==> src/rtl/pwm_pkg.sv <==
// pwm_pkg: constants and types shared by the servo PWM generator and capture
package pwm_pkg;

    localparam int CW = 21;

    // Generator high times for 1.0 / 1.5 / 2.0 ms at 100 MHz
    localparam logic [CW-1:0] PW_LEFT    = 21'h186A0;
    localparam logic [CW-1:0] PW_NEUTRAL = 21'h249F0;
    localparam logic [CW-1:0] PW_RIGHT   = 21'h30D40;

    localparam logic [CW-1:0] TH_LN   = 21'h1BBA6;
    localparam logic [CW-1:0] TH_NR   = 21'h25FEF;
    localparam logic [CW-1:0] TIMEOUT = 21'h1FFFFF;

    typedef enum logic [1:0] {SYNC, HIGH, LOW, DEAD} state_t;

    localparam logic [2:0] POS_LEFT    = 3'b100;
    localparam logic [2:0] POS_NEUTRAL = 3'b010;
    localparam logic [2:0] POS_RIGHT   = 3'b001;
    localparam logic [2:0] POS_NONE    = 3'b000;

    localparam logic [1:0] STUCK_NONE = 2'b00;
    localparam logic [1:0] STUCK_LO   = 2'b01;
    localparam logic [1:0] STUCK_HI   = 2'b10;

endpackage

==> src/rtl/sync_edge_detect.sv <==
// sync_edge_detect: 2-FF synchronizer with a registered copy for edge detection
// Ports: clk; din async input; level synchronized input; rise/fall one-cycle edge strobes.
module sync_edge_detect (
    input  logic clk,
    input  logic din,
    output logic level,
    output logic rise,
    output logic fall
);
    logic meta_d, meta_q, sync_d, sync_q, prev_d, prev_q;

    // No reset: the chain keeps tracking the pin during reset, so a pin that is
    // already high at release does not look like a fresh rising edge.
    always_comb begin
        meta_d = din;
        sync_d = meta_q;
        prev_d = sync_q;
    end

    always_ff @(posedge clk) begin
        meta_q <= meta_d;
        sync_q <= sync_d;
        prev_q <= prev_d;
    end

    assign level = sync_q;
    assign rise  = sync_q & ~prev_q;
    assign fall  = ~sync_q & prev_q;
endmodule

==> src/rtl/pwm_capture.sv <==
// pwm_capture: measures servo PWM high time and period, decodes position, flags stuck input
// Ports: CLK, RESET (sync, active-high), PWM_IN async input;
//        HIGH_COUNT / PERIOD_COUNT last measurement, POS one-hot position,
//        VALID one-cycle load strobe, STUCK 00 ok / 01 stuck low / 10 stuck high.
module pwm_capture #(
    parameter int              CW      = pwm_pkg::CW,
    parameter logic [CW-1:0]   TIMEOUT = pwm_pkg::TIMEOUT,
    parameter logic [CW-1:0]   TH_LN   = pwm_pkg::TH_LN,
    parameter logic [CW-1:0]   TH_NR   = pwm_pkg::TH_NR
) (
    input  logic          CLK,
    input  logic          RESET,
    input  logic          PWM_IN,
    output logic [CW-1:0] HIGH_COUNT,
    output logic [CW-1:0] PERIOD_COUNT,
    output logic [2:0]    POS,
    output logic          VALID,
    output logic [1:0]    STUCK
);
    import pwm_pkg::*;

    state_t        state_q, state_d;
    logic [CW-1:0] hcnt_q, hcnt_d, pcnt_q, pcnt_d;
    logic [CW-1:0] high_q, high_d, period_q, period_d;
    logic [2:0]    pos_q, pos_d;
    logic          valid_q, valid_d;
    logic [1:0]    stuck_q, stuck_d;
    logic          level, rise, fall, stuck_hi;
    logic [CW-1:0] h_inc, p_inc;
    logic [2:0]    pos_cap;

    sync_edge_detect u_sync (
        .clk  (CLK),
        .din  (PWM_IN),
        .level(level),
        .rise (rise),
        .fall (fall)
    );

    assign h_inc    = (hcnt_q == TIMEOUT) ? hcnt_q : hcnt_q + CW'(1);
    assign p_inc    = (pcnt_q == TIMEOUT) ? pcnt_q : pcnt_q + CW'(1);
    assign pos_cap  = (hcnt_q == '0) ? POS_NONE :
                      (hcnt_q < TH_LN) ? POS_LEFT :
                      (hcnt_q < TH_NR) ? POS_NEUTRAL : POS_RIGHT;
    assign stuck_hi = (state_q == HIGH) || (state_q == SYNC && level);

    always_comb begin
        state_d  = state_q;
        hcnt_d   = hcnt_q;
        pcnt_d   = pcnt_q;
        high_d   = high_q;
        period_d = period_q;
        pos_d    = pos_q;
        valid_d  = 1'b0;
        stuck_d  = stuck_q;
        if (rise) begin
            // The rise cycle is the first cycle of the new period.
            state_d = HIGH;
            hcnt_d  = CW'(1);
            pcnt_d  = CW'(1);
            stuck_d = (state_q == DEAD) ? STUCK_NONE : stuck_q;
            if (state_q == LOW) begin
                high_d   = hcnt_q;
                period_d = pcnt_q;
                pos_d    = pos_cap;
                valid_d  = 1'b1;
            end
        end else if (state_q != DEAD && pcnt_q == TIMEOUT) begin
            state_d  = DEAD;
            stuck_d  = stuck_hi ? STUCK_HI : STUCK_LO;
            high_d   = stuck_hi ? TIMEOUT : '0;
            period_d = TIMEOUT;
            pos_d    = POS_NONE;
            valid_d  = 1'b1;
        end else begin
            case (state_q)
                SYNC: pcnt_d = fall ? '0 : p_inc;
                HIGH: begin
                    pcnt_d  = p_inc;
                    hcnt_d  = fall ? hcnt_q : h_inc;
                    state_d = fall ? LOW : HIGH;
                end
                LOW:  pcnt_d = p_inc;
                default: ;
            endcase
        end
    end

    always_ff @(posedge CLK) begin
        if (RESET) begin
            state_q  <= SYNC;
            hcnt_q   <= '0;
            pcnt_q   <= '0;
            high_q   <= '0;
            period_q <= '0;
            pos_q    <= POS_NONE;
            valid_q  <= 1'b0;
            stuck_q  <= STUCK_NONE;
        end else begin
            state_q  <= state_d;
            hcnt_q   <= hcnt_d;
            pcnt_q   <= pcnt_d;
            high_q   <= high_d;
            period_q <= period_d;
            pos_q    <= pos_d;
            valid_q  <= valid_d;
            stuck_q  <= stuck_d;
        end
    end

    assign HIGH_COUNT   = high_q;
    assign PERIOD_COUNT = period_q;
    assign POS          = pos_q;
    assign VALID        = valid_q;
    assign STUCK        = stuck_q;
endmodule

==> config.mk <==
export PLATFORM = sky130hd
export DESIGN_NAME = pwm_capture
export DESIGN_NICKNAME = d
export VERILOG_FILES = /design/src/rtl/pwm_pkg.sv /design/src/rtl/sync_edge_detect.sv /design/src/rtl/pwm_capture.sv
export SDC_FILE = /design/constraint.sdc
export NUM_CORES = 1
export LEC_CHECK = 0
export ABC_AREA = 1
export BUFFER_PORTS_ARGS = -buffer_cell sky130_fd_sc_hd__buf_2
export CORE_ASPECT_RATIO = 1.5
export CORE_MARGIN = 5
export CORE_UTILIZATION = 54
export DETAILED_ROUTE_END_ITERATION = 10
export GPL_TIMING_DRIVEN = 0
export PLACE_DENSITY = 0.72
export SLEW_MARGIN = 20
export SYNTH_ARGS = -nofsm -noshare
export SYNTH_HDL_FRONTEND = slang
export SYNTH_SLANG_ARGS = --single-unit
==> constraint.sdc <==
create_clock -name CLK -period 2.15 [get_ports CLK]
set_input_delay 0.1075 -clock CLK [delete_from_list [all_inputs] [get_ports CLK]]
set_output_delay 0.1075 -clock CLK [all_outputs]
set_load 0.03 [all_outputs]
# Word level (Yosys, flattened, before mapping)

Index checks and enable logic that the tools add are counted.

Memory bits (read-only): 0
Output and inout bits: 48
Latch bits: 0
Flip-flop bits (word level): 95
Memories kept: 0
Bits of input ports: 3
Memory bits (writable): 0
Word-level logic and storage cells: 89

Mux-type cells: 34
Equal/unequal tests: 11
Reductions and logical operators: 19
Add/sub/neg operators: 2
Shift-type cells: 0
Bitwise operators: 7
Divide/modulo/power cells: 0
$lt $le $gt $ge: 2
$mul: 0

Operator list:

| kind                                                                            | count |
|---|---|
| 21-bit 2-to-1 mux                                                               | 9 |
| 21-bit by 1-bit adder with 21-bit output (second input constant)                | 2 |
| 21-bit == test (second input constant)                                          | 2 |
| 21-bit one-hot mux with 2 select lines                                          | 1 |
| 21-bit zero test                                                                | 1 |
| 21-bit by 17-bit less-than comparator with 1-bit output (second input constant) | 1 |
| 21-bit by 18-bit less-than comparator with 1-bit output (second input constant) | 1 |
| 2-bit 2-to-1 mux                                                                | 8 |
| 3-bit 2-to-1 mux                                                                | 5 |
| 1-bit 2-to-1 mux                                                                | 11 |
| 2-bit inequality test (second input constant)                                   | 4 |
| 2-bit AND reduction                                                             | 4 |
| 4-bit AND reduction                                                             | 2 |
| 2-bit nonzero test                                                              | 4 |
| 3-bit nonzero test                                                              | 2 |
| 1-bit NOT                                                                       | 5 |
| 2-bit == test (second input constant)                                           | 2 |
| 2-bit by 1-bit inequality test with 1-bit output (second input constant)        | 2 |
| 2-bit OR reduction                                                              | 2 |
| 1-bit AND                                                                       | 2 |
| 2-bit by 1-bit == test with 1-bit output (second input constant)                | 1 |
| 1-bit logical AND                                                               | 2 |
| 2-bit zero test                                                                 | 1 |
| 1-bit logical OR                                                                | 1 |

# Depth between registers and ports, before layout

Gate-level depths: netlist (run 1).

Depth after elaboration: 6
Gate-level depth with buffers: 13
Depth with buffers taken out: 13

# Cells and area by module

A second synthesis (run 1) with hierarchy kept.

Cells, all modules: 680
Area total of the unflattened synthesis: 4,724.5 µm²

By module, submodules not included:

| module           | instances | area each (µm²) | seq. area each (µm²) | cells each |
|---|---|---|---|---|
| pwm_capture      | 1         | 4,649.5         | 1,841.8              | 673 |
| sync_edge_detect | 1         | 75.1            | 60.1                 | 7 |

# Worst setup path before layout (run 1)

Ideal clock, no wire load.

Path kind: flip-flop to flip-flop
From: register pcnt_q[0]
To: register pos_q[2] (netlist: POS[2])
Arrival: 1,575 ps
Required time: 2,033 ps
Path slack: 457 ps
Cell stages (with the launch flop): 12
Path through: dfxtp_1 > ha_1 > inv_1 > nor2_2 > nand2_2 > nor2_4 > nand4_2 > nand2_2 > inv_2 > buf_2 > nor2_1 > nor2_1

Longest elaborated chain between the ends: 4

RTL lines:

| element                       | line               | source |
|---|---|---|
| from (decl)                   | pwm_capture.sv:23  | `logic [CW-1:0] hcnt_q, hcnt_d, pcnt_q, pcnt_d;` |
| from (signal assigned)        | pwm_capture.sv:102 | `pcnt_q <= pcnt_d;` |
| 21-bit == test                | pwm_capture.sv:68  | `end else if (state_q != DEAD && pcnt_q == TIMEOUT) begin` |
| 1-bit logical AND             | pwm_capture.sv:68  |  |
| 2-bit nonzero test (no line)  | -                  |  |
| 2-bit AND reduction (no line) | -                  |  |
| to (signal assigned)          | pwm_capture.sv:105 | `pos_q <= pos_d;` |
| to (decl)                     | pwm_capture.sv:25  | `logic [2:0] pos_q, pos_d;` |

No other way between the ends.
A chain may end at the register's enable or synchronous reset.

# Worst setup path in the final report (run 1)

From: register pcnt_q[0]
To: register stuck_q[0] (netlist: STUCK[0])

Longest elaborated chain between the ends: 4

RTL lines:

| element                       | line               | source |
|---|---|---|
| 21-bit == test                | pwm_capture.sv:68  |  |
| 1-bit logical AND             | pwm_capture.sv:68  |  |
| 2-bit nonzero test (no line)  | -                  |  |
| 2-bit AND reduction (no line) | -                  |  |
| to (signal assigned)          | pwm_capture.sv:107 | `stuck_q <= stuck_d;` |
| to (decl)                     | pwm_capture.sv:27  | `logic [1:0] stuck_q, stuck_d;` |

No other way between the ends.

==> results.yml, run 1 <==
status:
  status: "completed"
global_route:
  grt_pass1_wl_mm: 21.7
  grt_antenna_before_repair: 0
  grtUsageTotal: 0.257
  grt_pass1_vias: 4678
  gr-total-overflow: 0
  grt_max_degree: 17
sta:
  setup_tns_ns: 0
  fmax_mhz: 486
  period_share: 0.956
  whs_ns: 0.224
  finalSetupViolations: 0
  hold_viol: 0
  maxSlewHeadroom: 0.584
  tightestPinTransition_ns: 0.622
  clock_skew_ns: 0.0110
  rsz0062_at_grt: "no"
  finalCriticalPeriod_ns: 2.06
  finalMaxSlewViolations: 0
yosys:
  synth_edf_count: 0
  async_flop_share: 0
  netlist_area_sq_um: 4710
  synth_warnings: 0
  yosys-top-cells-area: "dfxtp_1 (40%), nor2_1 (9.9%), nand2_1 (9.8%)"
  ys_types: 36
  ys.flop_type: "dfxtp_1"
  yosys.area.top_type: "dfxtp_1"
  syn_inst: 683
  syn_nets: 693
  ys_ff_latch: 95
  yosys-top-cells-count: "nor2_1 (124), nand2_1 (123), dfxtp_1 (95)"
  yosysMostFrequentCell: "nor2_1"
  syn_area_per_cell_sq_um: 6.89
  yosysSeqAreaShare: 0.404
  synthDominantCellAreaShare: 0.404
critical_path:
  path_cells: "ha_1, inv_1, nor2_4, nand2_2, nor2_2, nand3_2, nor2_4, nand2_1, nand2_1, and3_1"
  required_ns: 2.43
  path_delay_family: "simple AND/OR/NAND/NOR gates"
  r2r_cells: 10
  cp_max_fo: 9
  reg2reg_slack_ns: 0.09
  path_buf_inv: 1
  r2r-end: "STUCK[0]"
  cp_slowest_cell: "dfxtp_2"
  max_stage_delay_ns: 0.40
  critPathKind: "reg -> reg"
  crit_path_start_kind: "register"
  reg2reg_from: "pcnt_q[0]"
  end_kind: "register"
  arrival_ns: 2.34
placed_design:
  place_inst: 839
  io_buffers: 49
  gp_congestion: 0.919
  place_hpwl_mm: 10.6
  dpl-instance-area_sq_um: 5090
layout:
  finalInstanceArea_sq_um: 5420
  diodes: 0
  area_delta_synth_final_pct: 15.1
  fin_cells: 856
  finalNetCount: 754
  nFillCells: 812
  drive_gt1_frac: 0.136
cts:
  clk_path_buf_depth: 2
  cts_sinks: 95
  clkTransAtPathRegs_ns: 0.07
  cts_made_buffers: 9
  root_buffer: "clkbuf_16"
  post_cts_buffers: 0
  clk-insertion-delay-late_ns: 0.35
  ctsHtreeMaxLevel: 3
  cts_tree: "done"
min_path:
  hold_start: "RESET"
  hp-class: "in -> reg"
  holdPathStages: 4
  min_to: "PERIOD_COUNT[7]"
floorplanning:
  row_count: 41
  die_w_um: 86.2
  dieArea_sq_um: 10700
  core-area_sq_um: 8460
  io_pins: 51
  start_util: 0.556
  chipHeight_um: 124
power:
  p_leak_nw: 2.27
  vdd_ir_drop_max_mv: 0.517
  powerDensity_nw_per_um2: 708
route:
  route.vias.total: 4743
  viasPerCell: 5.54
  wl_mm: 13.8
  route.detailed.drc: 0
  drtPass1Iterations: 5
  drtIter0Drc: 267
  wire_per_inst_um: 16.1
  ant_nets: 0
run:
  maxCapViolations: 0
[sequential cells by signal (all words and copies together) (netlist names), 2 cells and up]
name / flops
HIGH_COUNT: 21
PERIOD_COUNT: 21
hcnt_q: 21
pcnt_q: 21
POS: 3
STUCK: 2
state_q: 2
[stage by stage]
stage | setup slack, ns | power [mW] | utilization
final | 0.0944 | 3.84 | 0.640
after CTS | 0.0373 | 3.86 | 0.637
after floorplan | 0.457 | 2.13 | -
after detailed placement | 0.0527 | 2.25 | 0.601
after global placement | 0.0850 | 2.24 | 0.601
after global routing | 0.00536 | 3.97 | 0.640
[logic make-up after synthesis]
family / synth area share
adder cells (fa/ha/maj): 0.0186
AND/OR/NAND/NOR: 0.313
AO/OA/AOI/OAI: 0.145
buffers and inverters: 0.0858
flip-flops: 0.404
XOR/XNOR: 0.0335
[timing repair]
action / in CTS / in global routing
gates cloned: 0 / 0
setup endpoints to repair: 1 / 40
endpoints found under the hold margin: 1 / 0
pin swaps: 0 / 0
gates resized for setup: 1 / 7
hold buffers: 1 / 0
[routing by layer]
| metal | wire length (um) | vias to the layer above | track usage |
|---|---|---|---|
| met5 | 0 | - | 0 |
| met4 | 533 | 0 | 0.125 |
| met3 | 612 | 40 | 0.0503 |
| met2 | 7730 | 148 | 0.502 |
| met1 | 4900 | 2220 | 0.244 |
| li1 | - | 2335 | - |
[where the power goes]
group	switching [mW]	internal (mW)	leakage, nW
clock network	0.704	0.916	0.141
registers	0.0328	1.80	0.768
logic	0.275	0.110	1.36
[cell usage in the layout, fill, tap and decap left out, types with 2 or more instances in the layout]
cell type	n
nand2_1	123
nor2_1	123
dfxtp_1	94
o21ai_0	77
inv_1	68
buf_2	55
a21oi_1	45
nand3_1	37
xor2_1	18
nand4_1	13
clkbuf_1	13
nor3_1	12
clkbuf_16	9
ha_1	6
nor2_2	4
nor2_4	4
nand3b_1	4
nand2_2	3
nand3_2	3
buf_4	3
inv_6	3
inv_2	2
nand2_4	2
inv_4	2
buf_6	2
o21bai_1	2
o211ai_1	2
nor3b_1	2
buf_1	2
[cell type report]
class                   instances  area, sq um  area share
inverters                      73          279      0.0515
flip-flops and latches         95         1900       0.351
plain buffers                  25          129      0.0238
well taps                     107          134      0.0247
repair buffers                 50          255      0.0471
clock inverters                 5         63.8      0.0118
clock buffers                  11          233      0.0430
multi-input cells             490         2420       0.447
[tightest hold or removal path, stage by stage]
cell,delay (ns)
clkbuf_1,0.16
a21oi_1,0.14
o21ai_0,0.08
inv_1,0.05
[worst max-delay path by stage]
stage                    start  cells after the start              to  slack [ns]
finish               pcnt_q[0]                     10        STUCK[0]        0.09
global route         pcnt_q[0]                     11          POS[2]       0.005
CTS                 state_q[0]                     10       pcnt_q[2]        0.04
detailed placement   pcnt_q[0]                     11  HIGH_COUNT[20]        0.05
global placement     hcnt_q[0]                      9      hcnt_q[19]        0.08
floorplan            pcnt_q[0]                     11          POS[2]        0.46
(Power assumes the default switching activity.)
==> run 2: changes to the inputs <==
==> constraint.sdc (replaced) <==
create_clock -name CLK -period 2 [get_ports CLK]
set_input_delay 0.1 -clock CLK [delete_from_list [all_inputs] [get_ports CLK]]
set_output_delay 0.1 -clock CLK [all_outputs]
set_load 0.03 [all_outputs]
==> results.yml, run 2 (synthesis gave the netlist of run 1 again) <==
status:
  status: "completed"
cts:
  clk-insertion-delay-late_ns: 0.35
  clkTransAtPathRegs_ns: 0.07
  ctsHtreeMaxLevel: 3
  cts_made_buffers: 9
  clk_path_buf_depth: 2
  root_buffer: "clkbuf_16"
  cts_sinks: 95
  cts_tree: "done"
layout:
  layout_commonest_cell: "nand2_1"
  diodes: 0
  finalNetCount: 759
  drive_gt1_frac: 0.153
  area_delta_synth_final_pct: 18.0
  nFillCells: 796
  final_cell_mix: "nand2_1 (123), nor2_1 (122), dfxtp_1 (90), o21ai_0 (77), inv_1 (68)"
floorplanning:
  start_util: 0.556
  chipHeight_um: 124
  core-area_sq_um: 8460
  io_pins: 51
  die_w_um: 86.2
  row_count: 41
  dieArea_sq_um: 10700
critical_path:
  max_stage_delay_ns: 0.45
  critPathKind: "reg -> reg"
  end_kind: "register"
  path_cells: "nand2_2, nor2_2, nand2_1, nor2_4, nand2_4, nand2_8, inv_4, nand3_2, nand2_4, inv_6, nand2_1, nor2_2"
  crit_start: "pcnt_q[14]"
  cp_max_fo: 10
  arrival_ns: 2.23
  crit_path_start_kind: "register"
  r2r-end: "pcnt_q[2]"
  required_ns: 2.28
  reg2reg_slack_ns: 0.05
  reg2reg_from: "pcnt_q[14]"
  cp_slowest_cell: "dfxtp_1"
  r2r_cells: 12
sta:
  clock_skew_ns: 0.00720
  period_share: 0.976
  tightestPinTransition_ns: 0.615
  finalSetupViolations: 0
  finalCriticalPeriod_ns: 1.95
  whs_ns: 0.213
  fmax_mhz: 512
  hold_viol: 0
  finalMaxSlewViolations: 0
  maxSlewHeadroom: 0.588
global_route:
  grt_pass1_vias: 4685
  grtUsageTotal: 0.258
  grt_max_degree: 17
  grt_antenna_before_repair: 0
  gr-total-overflow: 0
  grt_pass1_wl_mm: 21.8
min_path:
  min_to: "PERIOD_COUNT[7]"
  holdPathStages: 4
  hold_start: "RESET"
  hp-class: "in -> reg"
power:
  p_leak_nw: 2.33
  vdd_ir_drop_max_mv: 0.539
  totalPowerFinal_mw: 4.15
  powerDensity_nw_per_um2: 747
placed_design:
  gp_congestion: 0.919
  place_hpwl_mm: 10.6
  io_buffers: 49
route:
  wire_per_inst_um: 16.4
  drtPass1Iterations: 6
  ant_nets: 0
  route.vias.total: 4783
  wl_mm: 14.1
  drtIter0Drc: 291
  viasPerCell: 5.56
  route.detailed.drc: 0
run:
  maxCapViolations: 0
[run 2: worst max path at each step]
stage                          end  slack [ns]  cells after the start
floorplan                   POS[2]        0.31                     11
global placement        hcnt_q[19]       -0.07                      9
detailed placement  HIGH_COUNT[20]        -0.1                     11
CTS                       STUCK[0]       0.004                     10
global route             pcnt_q[2]       -0.04                     12
finish                   pcnt_q[2]        0.05                     12
[run 2: layout make-up]
| class | count | area (sq um) | area share |
|---|---|---|---|
| Timing Repair Buffer | 56 | 330 | 0.0595 |
| Clock buffer | 11 | 233 | 0.0419 |
| Inverter | 73 | 288 | 0.0518 |
| Clock inverter | 5 | 63.8 | 0.0115 |
| Buffer | 24 | 135 | 0.0243 |
| Multi-Input combinational cell | 490 | 2460 | 0.443 |
| Sequential cell | 95 | 1910 | 0.344 |
| Tap cell | 107 | 134 | 0.0241 |
[run 2: stage by stage]
step / setup slack (ns) / cell area (sq um) / setup TNS [ns] / util / instances
3_3_place_gp: -0.0650 / 5090 / -1.99 / 0.601 / 839
4_1_cts: 0.00385 / 5420 / 0 / 0.640 / 856
6_report: 0.0483 / 5550 / 0 / 0.656 / 861
5_1_grt: -0.0412 / 5550 / -0.288 / 0.656 / 861
2_1_floorplan: 0.307 / 4710 / 0 / - / 683
3_5_place_dp: -0.0973 / 5090 / -4.04 / 0.601 / 839
[run 2: worst max-delay path, delay by kind of cell (launching register included)]
kind,cells,cell delay [ns]
buffers and inverters,2,0.21
DFF,1,0.45
and+or+nand+nor,10,1.21
[run 2: timing repair]
item / 4_1_cts / 5_1_grt
gates resized for setup: 7 / 21
hold buffers: 1 / 0
setup buffers: 0 / 5
pin swaps: 0 / 3
endpoints found under the setup margin: 62 / 69
cloned: 0 / 1
hold endpoints to repair: 1 / 0
[run 2: power breakdown]
group	internal [mW]	switching, mW	total [mW]
combinational	0.133	0.303	0.436
sequential	1.94	0.0378	1.97
clock	0.984	0.758	1.74
total	3.05	1.10	4.15
[run 2: per-layer routing]
| layer | track usage | share of wire | wire length, um | up-vias |
|---|---|---|---|---|
| met2 | 0.507 | 0.56 | 7910 | 158 |
| met1 | 0.245 | 0.35 | 4910 | 2233 |
| met4 | 0.121 | 0.041 | 580 | 0 |
| li1 | - | - | - | 2351 |
| met5 | 0 | 0 | 0 | - |
| met3 | 0.0496 | 0.049 | 687 | 41 |
==> run 3: changes to the inputs <==
--- a/config.mk
+++ b/config.mk
@@ -5,14 +5,14 @@
 export SDC_FILE = /design/constraint.sdc
 export NUM_CORES = 1
 export LEC_CHECK = 0
-export ABC_AREA = 1
 export BUFFER_PORTS_ARGS = -buffer_cell sky130_fd_sc_hd__buf_2
 export CORE_ASPECT_RATIO = 1.5
 export CORE_MARGIN = 5
-export CORE_UTILIZATION = 54
+export CORE_UTILIZATION = 35
 export DETAILED_ROUTE_END_ITERATION = 10
 export GPL_TIMING_DRIVEN = 0
-export PLACE_DENSITY = 0.72
+export PLACE_DENSITY = 0.5
+export SKIP_LAST_GASP = 1
 export SLEW_MARGIN = 20
 export SYNTH_ARGS = -nofsm -noshare
 export SYNTH_HDL_FRONTEND = slang
==> results.yml, run 3 <==
status:
  status: "complete, but fails checks"
  violations: "negative setup slack"
cts:
  clk_path_buf_depth: 2
  clk-insertion-delay-late_ns: 0.35
  cts_sinks: 95
  cts_made_buffers: 9
  root_buffer: "clkbuf_16"
  ctsHtreeMaxLevel: 3
  cts_tree: "done"
  clkTransAtPathRegs_ns: 0.07
layout:
  finalInstanceArea_sq_um: 5920
  area_delta_synth_final_pct: 27.8
  final_cell_mix: "dfxtp_1 (64), nand2_1 (62), buf_2 (53), nor2_1 (47), inv_1 (31)"
  drive_gt1_frac: 0.318
  fin_cells: 788
  nFillCells: 1325
  finalNetCount: 634
  layout_commonest_cell: "dfxtp_1"
  diodes: 0
  fin_util: 0.455
global_route:
  grtUsageTotal: 0.194
  grt_pass1_wl_mm: 24.5
  busiest_layer: "met2"
  grt_pass1_vias: 4541
  gr-total-overflow: 0
  grt_antenna_before_repair: 0
  grt_max_degree: 19
  grt_use_met3: 0.0345
  met1_usage: 0.213
  grt_use_met2: 0.369
placed_design:
  place_hpwl_mm: 10.9
  gp_congestion: 0.845
  dpl-instance-area_sq_um: 5080
  io_buffers: 49
  preCtsSetupSlack_ns: -0.519
  place_inst: 752
yosys:
  synthDominantCellAreaShare: 0.411
  ys_types: 66
  syn_inst: 544
  async_flop_share: 0
  yosysMostFrequentCell: "dfxtp_1"
  yosysSeqAreaShare: 0.411
  yosys-top-cells-count: "dfxtp_1 (95), nand2_1 (63), nor2_1 (48)"
  ys_ff_latch: 95
  yosys.area.top_type: "dfxtp_1"
  syn_nets: 554
  netlist_area_sq_um: 4630
  syn_area_per_cell_sq_um: 8.51
  yosys-top-cells-area: "dfxtp_1 (41%), nand2_1 (5.1%), a221oi_1 (4.0%)"
  synth_warnings: 0
  synth_edf_count: 0
  ys.flop_type: "dfxtp_1"
floorplanning:
  io_pins: 51
  chipHeight_um: 151
  die_w_um: 104
  dieArea_sq_um: 15700
  start_util: 0.356
  core-area_sq_um: 13000
  row_count: 51
sta:
  rsz0062_at_grt: "yes"
  fmax_mhz: 482
  hold_viol: 0
  finalCriticalPeriod_ns: 2.08
  period_share: 1.04
  setup_tns_ns: -0.894
  finalMaxSlewViolations: 0
  finalSetupViolations: 22
  worst_slack_ns: -0.0759
  clock_skew_ns: 0.00830
  tightestPinTransition_ns: 0.759
  whs_ns: 0.282
  maxSlewHeadroom: 0.492
critical_path:
  r2r-end: "pcnt_q[17]"
  end_kind: "register"
  reg2reg_slack_ns: -0.08
  required_ns: 2.28
  cp_max_fo: 7
  crit_path_start_kind: "register"
  reg2reg_from: "pcnt_q[3]"
  crit_end: "pcnt_q[17]"
  arrival_ns: 2.35
  r2r_cells: 8
  critPathKind: "reg -> reg"
  crit_start: "pcnt_q[3]"
power:
  vdd_ir_drop_max_mv: 0.382
  p_leak_nw: 2.12
  powerDensity_nw_per_um2: 663
  totalPowerFinal_mw: 3.92
route:
  wire_per_inst_um: 19.5
  drtIter0Drc: 231
  drtPass1Iterations: 5
  route.detailed.drc: 0
  ant_nets: 0
  route.vias.total: 4588
  viasPerCell: 5.82
  wl_mm: 15.3
min_path:
  hp-class: "in -> reg"
run:
  maxCapViolations: 0
[run 3: changes by cell type in the layout (fill, tap and decap cells not counted), sizes merged, moves of 21 or more]
cell    before  now
a221oi       0   21
buf         67   91
nor2       131   49
inv         75   35
nand2      129   63
o21ai       78   10
[run 3: layer usage]
layer / vias up / wire length [um] / part of all wire
li1: 2181 / - / -
met1: 2228 / 5920 / 0.39
met2: 132 / 8290 / 0.54
met3: 47 / 591 / 0.039
met4: 0 / 540 / 0.035
met5: - / 0 / 0
[run 3: where the power goes]
group / switching [mW] / internal (mW) / leakage (nW)
Clock: 0.825 / 0.869 / 0.143
Combinational: 0.188 / 0.113 / 1.19
Sequential: 0.0233 / 1.91 / 0.784
Total: 1.04 / 2.89 / 2.12
[run 3: cells by family (layout without fill, tap and decap cells)]
logic type,count (synthesis),count (layout),share of synthesized area
buffers and inverters,73,158,0.0732
AO/OA/AOI/OAI,144,144,0.226
XOR/XNOR,9,9,0.0170
AND/OR/NAND/NOR,214,214,0.249
multiplexers,2,2,0.00540
adder cells (fa/ha/maj),7,7,0.0189
flip-flops,95,95,0.411
[run 3: critical path, cell delays in order, from the launching register on]
cell and delay [ns]:
dfxtp_1 0.46, nand4_1 0.22, buf_4 0.21, or3_4 0.33, buf_6 0.15, nor2_4 0.15, o41ai_4 0.15, buf_6 0.22
a21oi_2 0.12
[run 3: cell type report]
class | count | area (sq um) | share of cell area
flip-flops and latches | 95 | 1960 | 0.331
inverters | 31 | 116 | 0.0197
repair buffers | 73 | 459 | 0.0776
clock inverters | 7 | 60.1 | 0.0101
multi-input cells | 376 | 2630 | 0.444
plain buffers | 38 | 273 | 0.0461
clock buffers | 9 | 225 | 0.0380
well taps | 159 | 199 | 0.0336
[run 3: how the worst min path moves through the flow]
stage,from,to,slack (ns),depth (start not counted)
6_report,RESET,HIGH_COUNT[0],0.28,2
5_1_grt,RESET,HIGH_COUNT[0],0.33,2
4_1_cts,RESET,HIGH_COUNT[0],0.30,2
3_5_place_dp,PWM_IN,u_sync.meta_q,0.21,1
3_3_place_gp,PWM_IN,u_sync.meta_q,0.21,1
2_1_floorplan,PWM_IN,u_sync.meta_q,0.13,0
[run 3: repair_timing]
action                                  CTS  global route
gates cloned                              3             1
resized for setup                        54            73
pin swaps                                12            19
setup buffers                            12             7
hold endpoints to repair                  1             0
hold buffers                              1             0
endpoints found under the setup margin   89            86
